[src/rtl/mux_arb_reg.sv]
// N-channel registered mux/arbiter: explicit-select, round-robin or fixed-priority grant
// feeding a one-entry output register with valid/ready backpressure.
`timescale 1ns/1ps
module mux_arb_reg #(
    parameter int WIDTH = 4,
    parameter int NCH   = 4,
    parameter int SELW  = 2
) (
    input  logic                 clk,
    input  logic                 clr,
    input  logic [1:0]           mode,
    input  logic [SELW-1:0]      sel,
    input  logic [NCH*WIDTH-1:0] in_data,
    input  logic [NCH-1:0]       in_valid,
    output logic [NCH-1:0]       in_ready,
    output logic [WIDTH-1:0]     out_data,
    output logic [SELW-1:0]      out_chan,
    output logic                 out_valid,
    input  logic                 out_ready
);

    logic [WIDTH-1:0] data_q, data_d;
    logic [SELW-1:0]  chan_q, chan_d;
    logic             valid_q, valid_d;
    logic [SELW-1:0]  ptr_q, ptr_d;

    logic             load;
    logic             gnt_vld;
    logic [SELW-1:0]  gnt_idx;
    logic [WIDTH-1:0] gnt_data;

    assign load = ~valid_q | out_ready;

    always_comb begin
        gnt_vld = 1'b0;
        gnt_idx = '0;
        case (mode)
            2'd0: begin
                for (int i = 0; i < NCH; i++) begin
                    if (sel == SELW'(i) && in_valid[i]) begin
                        gnt_vld = 1'b1;
                        gnt_idx = SELW'(i);
                    end
                end
            end
            2'd1: begin
                // Walk the search order backwards so the nearest successor of ptr is written last.
                for (int k = NCH; k >= 1; k--) begin
                    for (int i = 0; i < NCH; i++) begin
                        if (i == (int'(ptr_q) + k) % NCH && in_valid[i]) begin
                            gnt_vld = 1'b1;
                            gnt_idx = SELW'(i);
                        end
                    end
                end
            end
            2'd2: begin
                for (int i = NCH - 1; i >= 0; i--) begin
                    if (in_valid[i]) begin
                        gnt_vld = 1'b1;
                        gnt_idx = SELW'(i);
                    end
                end
            end
            default: begin
                gnt_vld = 1'b0;
            end
        endcase
    end

    always_comb begin
        gnt_data = '0;
        for (int i = 0; i < NCH; i++) begin
            if (gnt_idx == SELW'(i)) gnt_data = in_data[i*WIDTH +: WIDTH];
        end
    end

    always_comb begin
        in_ready = '0;
        for (int i = 0; i < NCH; i++) begin
            if (load && gnt_vld && !clr && gnt_idx == SELW'(i)) in_ready[i] = 1'b1;
        end
    end

    // Held state is only rewritten when load is true, so sel/mode glitches cannot reach it during a stall.
    always_comb begin
        data_d  = data_q;
        chan_d  = chan_q;
        valid_d = valid_q;
        ptr_d   = ptr_q;
        if (load) begin
            if (gnt_vld) begin
                data_d  = gnt_data;
                chan_d  = gnt_idx;
                valid_d = 1'b1;
                ptr_d   = gnt_idx;
            end else begin
                valid_d = 1'b0;
            end
        end
    end

    always_ff @(posedge clk) begin
        if (clr) begin
            data_q  <= '0;
            chan_q  <= '0;
            valid_q <= 1'b0;
            ptr_q   <= SELW'(NCH - 1);
        end else begin
            data_q  <= data_d;
            chan_q  <= chan_d;
            valid_q <= valid_d;
            ptr_q   <= ptr_d;
        end
    end

    assign out_data  = data_q;
    assign out_chan  = chan_q;
    assign out_valid = valid_q;

endmodule
[config.mk]
export PLATFORM = sky130hd
export DESIGN_NAME = mux_arb_reg
export DESIGN_NICKNAME = d
export VERILOG_FILES = /design/src/rtl/mux_arb_reg.sv
export SDC_FILE = /design/constraint.sdc
export NUM_CORES = 1
export LEC_CHECK = 0
export CAP_MARGIN = 40
export CORE_MARGIN = 2
export CORE_UTILIZATION = 35
export DETAILED_ROUTE_END_ITERATION = 8
export GPL_ROUTABILITY_DRIVEN = 0
export HOLD_SLACK_MARGIN = 0.06
export PLACE_DENSITY = 0.72
export SLEW_MARGIN = 40
export SYNTH_ARGS = -nofsm -noshare
export SYNTH_HDL_FRONTEND = slang
export SYNTH_SLANG_ARGS = --single-unit
[constraint.sdc]
create_clock -name clk -period 3.86 [get_ports clk]
set_input_delay 0.579 -clock clk [delete_from_list [all_inputs] [get_ports clk]]
set_output_delay 0.579 -clock clk [all_outputs]
set_load 0.01 [all_outputs]
==> summary.md <==
| Metric | Value |
|---|---|
| Initial antenna violation count | `0` |
| H-tree depth | `1` |
| Clk buf depth | `2` |
| NumNets Final | `around 160` |
| Setup-failing EPs final | `0` |
| Root buf cell | `clkbuf_4` |
| Slew @ Worst Pin | `approximately 0.44 ns` |
| Max-slew headroom | `70.80%` |
| Placed Area | `1162 µm²` |
| Mapped Avg Cell Area | `roughly 8.5 µm²` |
| Syn Inst Count | `between 80 and 90` |
| Clock Skew | `between 0.0003 and 0.0004 ns` |
| Unrepaired setup endpoints after global routing | `no` |
| Hold crit path type | `flip-flop to flip-flop` |
| Setup crit start | `mode[1]` |
| Design area | `about 1200 µm²` |
| Worst r2r src | `ptr_q[1]` |
| Pin count of the biggest net entering global routing | `12` |
| CP required | `3.28 ns` |
| YS warnings | `0` |
| Most used DFF post-synth | `dfxtp_1` |
| Fmax | `between 0.2 and 0.3 GHz` |
| CTS Buf Count | `3` |
| Vias in the first global route | `just over 800` |
| FFs w/ async S/R, synth | `0%` |
| Wirelength per Cell | `approximately 12 µm` |
| Max FO, Critical Path | `6` |
| Worst VDD drop | `roughly 200 µV` |
| Cell taking the most area after synthesis | `dfxtp_1` |
| Largest cells by area after synthesis | `dfxtp_1 (24%), mux2i_1 (16%), o221ai_2 (8.0%)` |
| Post-DP HPWL | `approximately 1600 µm` |
| Status | `finished, final reports clean` |
| Total Wirelength | `1962 µm` |
| Fin. max-slew vios | `0` |
| CTS tree | `built` |
| Register area share after synthesis | `between 20% and 30%` |
| Initial core utilization | `a little under two fifths` |
| GR Util All Layers | `16.19%` |
| Layout cells sized above 1 | `13.08%` |
| Synthesized flop and latch total | `9` |
| Critical path launch point type | `input pin` |
| Chip Height | `about 50 µm` |
| Top cell type's share of synthesized area | `around a quarter` |
| Die Span X | `roughly 50 µm` |
| Drt first pass iters | `4` |
| I/O pins | `38` |
| Number of diodes | `0` |
| Lkg Pwr | `between 0.4 and 0.5 nW` |
| Library cells used by synthesis | `30` |
| Hold wc startpoint | `out_chan[1]` |
| Synth cell count leaders | `mux2i_1 (12), nor2_1 (12), dfxtp_1 (9)` |
| Core area | `approximately 2000 µm²` |
| Syn nets | `between 100 and 150` |
| Number of max-cap violations | `0` |
| Clk_lat worst skew | `~0.24 ns` |
| Number of synthesized flops with an enable pin | `0` |
| Final Critical Period | `about 3.5 ns` |
| Vias/cell | `5.134` |
| WS Path Type | `input pin to output port` |
| Grt ovf | `0` |
| Final ANT Viol Nets | `0` |
| Setup TNS | `0 ns` |
| First-pass GRT wire length | `around 3300 µm` |
| Post-CTS sizing | `0` |
| Worst-path clk slew | `~0.060 ns` |
| Cts hold-fix bufs | `0` |
| Post-route DRC | `0` |
| Hold Violations, Final | `0` |
| PwrDens | `about 270 nW/µm²` |
| Clock sinks | `9` |
| Row count | `16` |
| Post-route clock period utilization | `about nine tenths` |
| Number of vias in the routed layout | `between 800 and 900` |
| Postcts setup bufs | `0` |
| WP data arrival | `2.97 ns` |
| Synth Cell Area | `~750 µm²` |
| Die area | `approximately 2500 µm²` |
| PortBufs | `37` |
| Initial DRC count | `1` |
| Area grow syn2layout | `59.13%` |
| Endpoint class of the critical path | `output port` |
-- power by group --
part           switching (W)  internal, W  total (W)
sequential        0.00000912     0.000104   0.000114
combinational      0.0000576    0.0000820   0.000140
clock              0.0000280    0.0000395  0.0000675
total              0.0000947     0.000226   0.000321
-- routing by layer --
metal	up-vias	global-route usage [%]	share of wire, %
met4	0	0	0
met2	35	30.70	48
met3	0	4.167	8.1
met1	360	19.12	44
li1	411	-	-
met5	-	0	0
-- critical path, stage by stage --
cell             delay [ns]
clkdlybuf4s50_1        0.49
or3b_1                 0.40
o22ai_1                0.16
mux2i_1                0.13
nand2b_4               0.18
or3_1                  0.37
nor2_1                 0.11
clkdlybuf4s50_1        0.54
-- worst paths after layout --
kind / endpoint / slack (ns) / depth (start not counted)
max reg2reg: out_data[0] / 1.73 / 7
min reg2reg: out_chan[1] / 0.49 / 2
min: out_chan[1] / 0.49 / 2
max: in_ready[2] / 0.32 / 8
-- cells by family after synthesis --
logic type             count (synthesis)  synth area share, %
buffers and inverters                  7                5.528
and+or+nand+nor                       37                28.98
AOI/OAI and AO/OA                     21                21.78
muxes                                 14                19.60
DFF                                    9                24.12
-- layout make-up --
cell class | count | area, µm²
flip-flops and latches | 9 | 180.2
multi-input cells | 72 | 525.5
repair buffers | 43 | 415.4
inverters | 2 | 7.507
fillers | 183 | 793.3
well taps | 27 | 33.78
clock buffers | 4 | 26.28
-- layout by cell type, fill, tap and decap left out, types with 2 or more instances in the layout --
cell | Yosys | final
or3_1 | 2 | 2
nand3b_1 | 6 | 6
nor2_1 | 12 | 12
nor4_1 | 2 | 2
a21oi_1 | 6 | 6
o221ai_2 | 4 | 4
o21ai_0 | 3 | 3
nand2_1 | 2 | 2
clkdlybuf4s50_1 | 0 | 37
buf_4 | 0 | 6
mux2i_1 | 12 | 12
nor3_1 | 3 | 3
inv_1 | 2 | 2
o21bai_1 | 3 | 3
dfxtp_1 | 9 | 9
clkbuf_4 | 0 | 3
nand2b_1 | 3 | 3
-- registers in the layout (all words and copies together), names as in the netlist --
signal and count:
ptr_q 2, out_data 4, out_chan 2, out_valid 1
-- per-stage QoR --
stage	cells	util, %	setup slack (ns)	power (W)	hold slack (ns)
after floorplan	88	-	1.264	0.0001887	0.5105
after global placement	153	58.65	0.3203	0.0002547	0.4803
after detailed placement	153	58.65	0.3124	0.0002557	0.4925
after CTS	157	59.97	0.3045	0.0003236	0.5003
after global routing	157	59.97	0.1651	0.0003436	0.5212
final	157	59.97	0.3153	0.0003206	0.4912
(Power assumes the default switching activity.)
